===== config.mk =====
export PLATFORM = sky130hd
export DESIGN_NAME = lp_ser_word_scheduler
export DESIGN_NICKNAME = d
export VERILOG_FILES = /design/src/rtl/lp_ser_word_scheduler.sv
export SDC_FILE = /design/constraint.sdc
export NUM_CORES = 1
export LEC_CHECK = 0
export BUFFER_PORTS_ARGS = -buffer_cell sky130_fd_sc_hd__buf_2
export CORE_ASPECT_RATIO = 0.6
export CORE_MARGIN = 4
export CORE_UTILIZATION = 45
export DETAILED_ROUTE_END_ITERATION = 6
export PLACE_DENSITY = 0.8
export SKIP_LAST_GASP = 1
export SLEW_MARGIN = 30
export SYNTH_ARGS = -nofsm -noshare
export SYNTH_HDL_FRONTEND = slang
export SYNTH_SLANG_ARGS = --single-unit

===== constraint.sdc =====
create_clock -name CLK -period 3.7 [get_ports CLK]
set_clock_uncertainty 0.2 [all_clocks]
set_input_delay 0.925 -clock CLK [delete_from_list [all_inputs] [get_ports CLK]]
set_output_delay 0.925 -clock CLK [all_outputs]
set_load 0.01 [all_outputs]

===== src/rtl/lp_ser_word_scheduler.sv =====
// Word-slot scheduler feeding a serializer: training burst after reset, then round-robin requester words.
// Optional macro LP_SER_SYNC_INSERT_EN forces a 16'hF0F0 sync slot every 64th RUN slot.
module lp_ser_word_scheduler #(
    parameter int unsigned REQ_NUM     = 4,
    parameter int unsigned WORD_CYCLES = 8,
    parameter int unsigned TRAIN_WORDS = 16,
    parameter logic [15:0] IDLE_WORD   = 16'h0000,
    parameter logic [15:0] TRAIN_WORD  = 16'hAAAA
) (
    input  logic                       CLK,
    input  logic                       RESET,
    input  logic [REQ_NUM-1:0]         REQ_VALID,
    input  logic [REQ_NUM*16-1:0]      REQ_DATA,
    output logic [REQ_NUM-1:0]         REQ_READY,
    output logic [15:0]                PAR_OUT,
    output logic                       WORD_STROBE,
    output logic [$clog2(REQ_NUM)-1:0] GRANT_ID,
    output logic                       GRANT_VALID,
    output logic                       TRAINING
);

    localparam int unsigned ID_W   = $clog2(REQ_NUM);
    localparam int unsigned CNT_W  = (WORD_CYCLES > 1) ? $clog2(WORD_CYCLES) : 1;
    localparam int unsigned TC_W   = (TRAIN_WORDS > 0) ? $clog2(TRAIN_WORDS + 1) : 1;
    localparam logic [15:0] SYNC_WORD = 16'hF0F0;

    typedef enum logic {
        ST_TRAIN = 1'b0,
        ST_RUN   = 1'b1
    } state_e;

    state_e            state_q, state_d;
    logic [CNT_W-1:0]  cnt_q, cnt_d;
    logic [TC_W-1:0]   train_cnt_q, train_cnt_d;
    logic [ID_W-1:0]   ptr_q, ptr_d;
    logic [15:0]       par_q, par_d;
    logic              strobe_q, strobe_d;
    logic [ID_W-1:0]   gid_q, gid_d;
    logic              gval_q, gval_d;
    logic              training_q, training_d;
`ifdef LP_SER_SYNC_INSERT_EN
    logic [5:0]        sync_cnt_q, sync_cnt_d;
`endif

    logic              boundary_c;
    logic              run_sel_c;
    logic              sync_slot_c;
    logic              found_c;
    logic              grant_c;
    logic [ID_W-1:0]   gnt_idx_c;
    logic [15:0]       gnt_data_c;
    logic [REQ_NUM-1:0] ready_c;

    // State and output registers
    always_ff @(posedge CLK) begin
        if (RESET) begin
            state_q     <= ST_TRAIN;
            cnt_q       <= '0;
            train_cnt_q <= '0;
            ptr_q       <= '0;
            par_q       <= TRAIN_WORD;
            strobe_q    <= 1'b0;
            gid_q       <= '0;
            gval_q      <= 1'b0;
            training_q  <= 1'b1;
`ifdef LP_SER_SYNC_INSERT_EN
            sync_cnt_q  <= '0;
`endif
        end else begin
            state_q     <= state_d;
            cnt_q       <= cnt_d;
            train_cnt_q <= train_cnt_d;
            ptr_q       <= ptr_d;
            par_q       <= par_d;
            strobe_q    <= strobe_d;
            gid_q       <= gid_d;
            gval_q      <= gval_d;
            training_q  <= training_d;
`ifdef LP_SER_SYNC_INSERT_EN
            sync_cnt_q  <= sync_cnt_d;
`endif
        end
    end

    // Slot timing, round-robin search, next-state and next-word selection
    always_comb begin
        state_d     = state_q;
        cnt_d       = cnt_q;
        train_cnt_d = train_cnt_q;
        ptr_d       = ptr_q;
        par_d       = par_q;
        strobe_d    = 1'b0;
        gid_d       = gid_q;
        gval_d      = gval_q;
        training_d  = training_q;
`ifdef LP_SER_SYNC_INSERT_EN
        sync_cnt_d  = sync_cnt_q;
        sync_slot_c = (sync_cnt_q == 6'd0);
`else
        sync_slot_c = 1'b0;
`endif
        found_c     = 1'b0;
        gnt_idx_c   = '0;
        gnt_data_c  = IDLE_WORD;
        ready_c     = '0;

        boundary_c = (cnt_q == CNT_W'(WORD_CYCLES - 1));
        cnt_d      = boundary_c ? '0 : cnt_q + 1'b1;

        // The boundary that ends the last training word already selects the first RUN slot
        run_sel_c = (state_q == ST_RUN) || (train_cnt_q == TC_W'(TRAIN_WORDS));

        // Two passes give round-robin order: indices at/after the pointer first, then wrap
        for (int i = 0; i < int'(REQ_NUM); i++) begin
            if (!found_c && REQ_VALID[i] && (ID_W'(i) >= ptr_q)) begin
                found_c   = 1'b1;
                gnt_idx_c = ID_W'(i);
            end
        end
        for (int i = 0; i < int'(REQ_NUM); i++) begin
            if (!found_c && REQ_VALID[i]) begin
                found_c   = 1'b1;
                gnt_idx_c = ID_W'(i);
            end
        end

        for (int i = 0; i < int'(REQ_NUM); i++) begin
            if (gnt_idx_c == ID_W'(i)) begin
                gnt_data_c = REQ_DATA[i*16 +: 16];
            end
        end

        grant_c = boundary_c && run_sel_c && !sync_slot_c && found_c && !RESET;

        for (int i = 0; i < int'(REQ_NUM); i++) begin
            ready_c[i] = grant_c && (gnt_idx_c == ID_W'(i));
        end

        if (boundary_c) begin
            strobe_d = 1'b1;
            if (run_sel_c) begin
                state_d    = ST_RUN;
                training_d = 1'b0;
`ifdef LP_SER_SYNC_INSERT_EN
                sync_cnt_d = sync_cnt_q + 6'd1;
`endif
                if (sync_slot_c) begin
                    par_d  = SYNC_WORD;
                    gval_d = 1'b0;
                end else if (found_c) begin
                    par_d  = gnt_data_c;
                    gid_d  = gnt_idx_c;
                    gval_d = 1'b1;
                    ptr_d  = (gnt_idx_c == ID_W'(REQ_NUM - 1)) ? '0 : gnt_idx_c + 1'b1;
                end else begin
                    par_d  = IDLE_WORD;
                    gval_d = 1'b0;
                end
            end else begin
                par_d       = TRAIN_WORD;
                gval_d      = 1'b0;
                training_d  = 1'b1;
                train_cnt_d = train_cnt_q + 1'b1;
            end
        end
    end

    // Ready is combinational so a requester can drop valid right up to the boundary cycle
    assign REQ_READY   = ready_c;
    assign PAR_OUT     = par_q;
    assign WORD_STROBE = strobe_q;
    assign GRANT_ID    = gid_q;
    assign GRANT_VALID = gval_q;
    assign TRAINING    = training_q;

endmodule


### Word-level counts from Yosys, hierarchy flattened

Index checks and enable logic that the tools add are counted.

| storage, ports and cells | value |
|---|---|
| register bits after elaboration | 32 |
| input port bits | 70 |
| output and inout port bits | 25 |
| logic and storage cells | 80 |

| cells by class | value |
|---|---|
| add/sub/neg operators | 3 |
| order comparisons | 4 |
| equality and inequality tests | 5 |
| mux-type cells | 26 |
| bitwise gates (word level) | 1 |
| reduce and logical (&&, ||, !) cells | 32 |

Operators with widths:

| cell | count |
|---|---|
| 16-bit 2-to-1 mux | 6 |
| 1-bit logical AND | 18 |
| 2-bit 2-to-1 mux | 7 |
| 1-bit 2-to-1 mux | 13 |
| 1-bit zero test | 8 |
| 5-bit by 1-bit adder with 5-bit output (second input constant) | 1 |
| 5-bit == test (second input constant) | 1 |
| 2-bit == test (second input constant) | 2 |
| 1-bit by 2-bit greater-or-equal comparator with 1-bit output (first input constant) | 2 |
| 2-bit greater-or-equal comparator (first input constant) | 2 |
| 2-bit AND reduction | 2 |
| 3-bit by 1-bit adder with 3-bit output (second input constant) | 1 |
| 3-bit == test (second input constant) | 1 |
| 3-bit AND reduction | 1 |
| 2-bit by 1-bit adder with 2-bit output (second input constant) | 1 |
| 2-bit by 1-bit == test with 1-bit output (second input constant) | 1 |
| 2-bit zero test | 1 |
| 2-bit OR reduction | 1 |
| 1-bit logical OR | 1 |
| 1-bit inverter | 1 |

### Logic depth before layout (Yosys ltp)

| depth | value |
|---|---|
| depth in word-level cells | 34 |
| mapped depth | 12 |

### Worst setup path after synthesis

Ideal clock, no wire load.

| path | value |
|---|---|
| kind | input-to-output |
| from | input REQ_VALID[2] |
| to | output REQ_READY[3] |
| arrival time | 2.416 ns |
| required time | 2.575 ns |
| path slack | 0.159 ns |
| cell stages on the path | 7 |
| path buffers | 2 |
| path through | inv_1 > o22ai_1 > a211oi_1 > ha_1 > clkbuf_1 > clkbuf_1 > and3_1 |

| between the ends | value |
|---|---|
| elaborated cells on any way between the ends | 29 |
| those cells by class | eq/ne (1); mux (12); reduce/logical (16) |

RTL lines:

| what | RTL line | RTL |
|---|---|---|
| start: declaration | 12 | `input logic [REQ_NUM-1:0] REQ_VALID,` |
| 1-bit logical AND (2 in series) | 115 | `if (!found_c && REQ_VALID[i] && (ID_W'(i) >= ptr_q)) begin` |
| 1-bit 2-to-1 mux | 115 |  |
| 1-bit zero test | 115 |  |
| 1-bit logical AND (2 in series) | 115 |  |
| 1-bit 2-to-1 mux | 115 |  |
| 1-bit zero test | 121 | `if (!found_c && REQ_VALID[i]) begin` |
| 1-bit logical AND | 121 |  |
| 1-bit 2-to-1 mux | 121 |  |
| [4 not listed] | - |  |
| 1-bit logical AND | 121 |  |
| 1-bit 2-to-1 mux | 121 |  |
| 1-bit zero test | 121 |  |
| 1-bit logical AND | 121 |  |
| 2-bit 2-to-1 mux (*) | 121 |  |
| via gnt_idx_c[0] | 50 | `logic [ID_W-1:0] gnt_idx_c;` |
| 2-bit == test (*) | 136 | `ready_c[i] = grant_c && (gnt_idx_c == ID_W'(i));` |
| 1-bit logical AND (*) | 136 |  |
| end: declaration | 14 | `output logic [REQ_NUM-1:0] REQ_READY,` |

Mark *: on every way through the listed nets, which the timed path passes. The rest lies on a longest branch.

### Final worst setup path

| path | value |
|---|---|
| from | input REQ_VALID[2] |
| to | output REQ_READY[0] |

| between the ends | value |
|---|---|
| elaborated cells on any way between the ends | 29 |
| those cells by class | mux (12); reduce/logical (17) |

RTL lines:

| what | RTL line |
|---|---|
| 1-bit logical AND (2 in series) | 115 |
| 1-bit 2-to-1 mux | 115 |
| 1-bit zero test | 115 |
| 1-bit logical AND (2 in series) | 115 |
| 1-bit 2-to-1 mux | 115 |
| 1-bit zero test | 121 |
| 1-bit logical AND | 121 |
| 1-bit 2-to-1 mux | 121 |
| [4 not listed] | - |
| 1-bit logical AND | 121 |
| 1-bit 2-to-1 mux | 121 |
| 1-bit zero test | 121 |
| 1-bit logical AND | 121 |
| 2-bit 2-to-1 mux (*) | 121 |
| via gnt_idx_c[0] | 50 |
| 2-bit zero test (*) | 136 |
| 1-bit logical AND (*) | 136 |

Marked as above.

==> flow_metrics.env <==
export IMPL_clock_tree_root_cell="clkbuf_8"
export IMPL_antenna_cells=0
export IMPL_ir_worst_vdd_mv=0.201
export IMPL_track_usage_pct=19.5
export IMPL_period_needed_ns=3.34
export IMPL_grt_pass1_wl_um=7800
export IMPL_final_setup_viol_count=0
export IMPL_first_pass_iters=5
export IMPL_clockBufferDepth=2
export IMPL_cts_buffers=5
export IMPL_syn_avg_cell_area_um2=7.88
export IMPL_ys_seq_area_share_pct=36.3
export IMPL_hold_viol=0
export IMPL_die_y_um=56.5
export IMPL_post_cts_setup_buffers=0
export IMPL_vias_per_cell=5.24
export IMPL_coreArea_mm2=0.00372
export IMPL_hold_class="reg2reg"
export IMPL_path_clk_slew_ns=0.06
export IMPL_rsz0062_at_grt="false"
export IMPL_htree_levels=2
export IMPL_place_congestion=0.799
export IMPL_min_delay_start="cnt_q[0]$_SDFF_PP0_"
export IMPL_setup_worst_path_class="in2out"
export IMPL_max_freq_mhz=300
export IMPL_async_flop_share_pct=0
export IMPL_finalSetupTns_ns=0
export IMPL_start_util_pct=47.4
export IMPL_syn_area_mm2=0.00177
export IMPL_clock_latency_ns=0.28
export IMPL_dieArea_mm2=0.00502
export IMPL_syn_inst=224
export IMPL_io_buffers=94
export IMPL_slew_viol_final=0
export IMPL_slew_headroom_pct=56.0
export IMPL_cts_hold_buffers=0
export IMPL_clock_sinks=32
export IMPL_hpwl_um=3700
export IMPL_nNetsFinal=394
export IMPL_synth_seq_cells=32
export IMPL_leakagePower_nw=1.16
export IMPL_cts_tree="done"
export IMPL_grt_max_degree=34
export IMPL_synthToLayoutAreaGrowth_pct=36.1
export IMPL_synth_nets=302
export IMPL_whs_ns=0.234
export IMPL_die_w_um=88.9
export IMPL_post_route_period_util_pct=90.2
export IMPL_pwr_density_cell_mw_per_mm2=351
export IMPL_regToRegSetupSlack_ns=1.15
export IMPL_synth_edf_count=0
export IMPL_drc=0
export IMPL_synth_distinct_cells=35
export IMPL_maxCapViolCount=0
export IMPL_dpl_worst_slack_ns=0.377
export IMPL_grt_pass1_vias=1824
export IMPL_cp_start_kind="input port"
export IMPL_ant_nets=0
export IMPL_finalWirelength_um=4790
export IMPL_crit_arrival_ns=2.21
export IMPL_critPathRequiredTime_ns=2.57
export IMPL_yosysWarnings=0
export IMPL_ios=95
export IMPL_critPathMaxFanout=5
export IMPL_rows=17
export IMPL_initialDrtViolationCount=83
export IMPL_vias=1909
export IMPL_cp_end_kind="output pin"
export IMPL_drive_gt1_share_pct=35.6
export IMPL_outcome="completed"
export IMPL_cts_resized=0
export IMPL_globalRouteOverflowTotal=0
export IMPL_antenna_found_initial=0
export IMPL_num_fill_cells=338
export IMPL_setup_ws_ns=0.364
export IMPL_synthFlopType="dfxtp_1"
export IMPL_crit_path_start="REQ_VALID[2]"
export IMPL_wl_per_cell_um=13.2
export IMPL_r2r_start="ptr_q[0]$_SDFFE_PP0P_"
export IMPL_worst_pin_slew_ns=0.658
==> cells by family (layout without fill, tap and decap cells) <==
family	Yosys count	in the layout	synth area share [%]
compound gates	60	60	22.3
xor+xnor	4	4	1.98
fa+ha+maj	8	8	5.67
buf+inv	24	117	5.74
flops	32	32	36.3
mux	4	4	2.27
simple gates	92	92	25.8
==> state kept, by name, summed over array words and instances (netlist names) <==
register and cells:
state_q 1, GRANT_VALID 1, ptr_q 2, GRANT_ID 2
TRAINING 1, cnt_q 3, WORD_STROBE 1, train_cnt_q 5
PAR_OUT 16
==> critical path, stage by stage <==
cell and delay [ns]:
buf_2 0.10, inv_1 0.09, o22ai_1 0.08, a211oi_1 0.28
buf_4 0.19, inv_1 0.06, ha_1 0.21, and3_1 0.14
buf_2 0.13
==> power breakdown <==
part           internal, mW  switching (mW)
Clock                 0.237           0.122
Sequential            0.347         0.00128
Combinational        0.0684          0.0662
==> metal layers <==
layer	wire [um]	GRT usage [%]	part of all wire, %
met1	2050	24.4	43
met2	2090	31.6	44
met3	581	6.16	12
met4	72	6.47	1.5
met5	0	0	0
==> per-stage QoR <==
| stage | util [%] | total power [mW] | instances | area [um^2] |
|---|---|---|---|---|
| CTS | 64.5 | 0.850 | 364 | 2400 |
| floorplan | - | 0.434 | 224 | 1770 |
| detailed placement | 61.1 | 0.491 | 356 | 2280 |
| global route | 64.5 | 0.883 | 364 | 2400 |
| global placement | 61.1 | 0.488 | 356 | 2280 |
| finish | 64.5 | 0.842 | 364 | 2400 |
==> cell usage in the layout, fill, tap and decap left out, types with 2 or more instances in the layout <==
cell,n
xor2_1,3
clkbuf_8,7
buf_2,94
nand2_1,30
inv_1,8
nor2b_1,16
buf_4,7
a221oi_1,15
dfxtp_1,32
o31ai_1,8
and3_1,4
mux2i_1,4
ha_1,8
o21ai_0,9
nand2b_1,2
a21oi_1,21
and2_1,2
nor3_1,7
nor2_1,22
nand4_1,2
==> layout make-up <==
class | instances | area, um^2 | area share [%]
inverters | 8 | 30.0 | 1.25
clock buffers | 7 | 96.3 | 4.01
multi-input cells | 168 | 1020 | 42.6
clock inverters | 1 | 30.0 | 1.25
well taps | 47 | 58.8 | 2.45
flip-flops and latches | 32 | 641 | 26.7
repair buffers | 101 | 523 | 21.8
==> cells in the mapped netlist (2+ instances only) <==
library cell  number  area, um^2
buf_2              3        15.0
nor2_1            22        82.6
and2_1             2        12.5
a21oi_1           21         105
inv_1              8        30.0
xor2_1             3        26.3
dfxtp_1           32         641
a221oi_1          15         131
mux2i_1            4        40.0
and3_1             4        25.0
o31ai_1            8        60.1
nand4_1            2        12.5
nand2b_1           2        12.5
nor2b_1           16         100
clkbuf_1          12        45.0
nor3_1             7        35.0
nand2_1           30         113
o21ai_0            9        45.0
ha_1               8         100
==> path summary, 6_finish.rpt <==
check,endpoint,depth (start not counted)
max,REQ_READY[0],9
min reg2reg,cnt_q[0]$_SDFF_PP0_,1
min,cnt_q[0]$_SDFF_PP0_,1
max reg2reg,PAR_OUT[12]$_SDFFE_PP0P_,12
(Power assumes the default switching activity.)
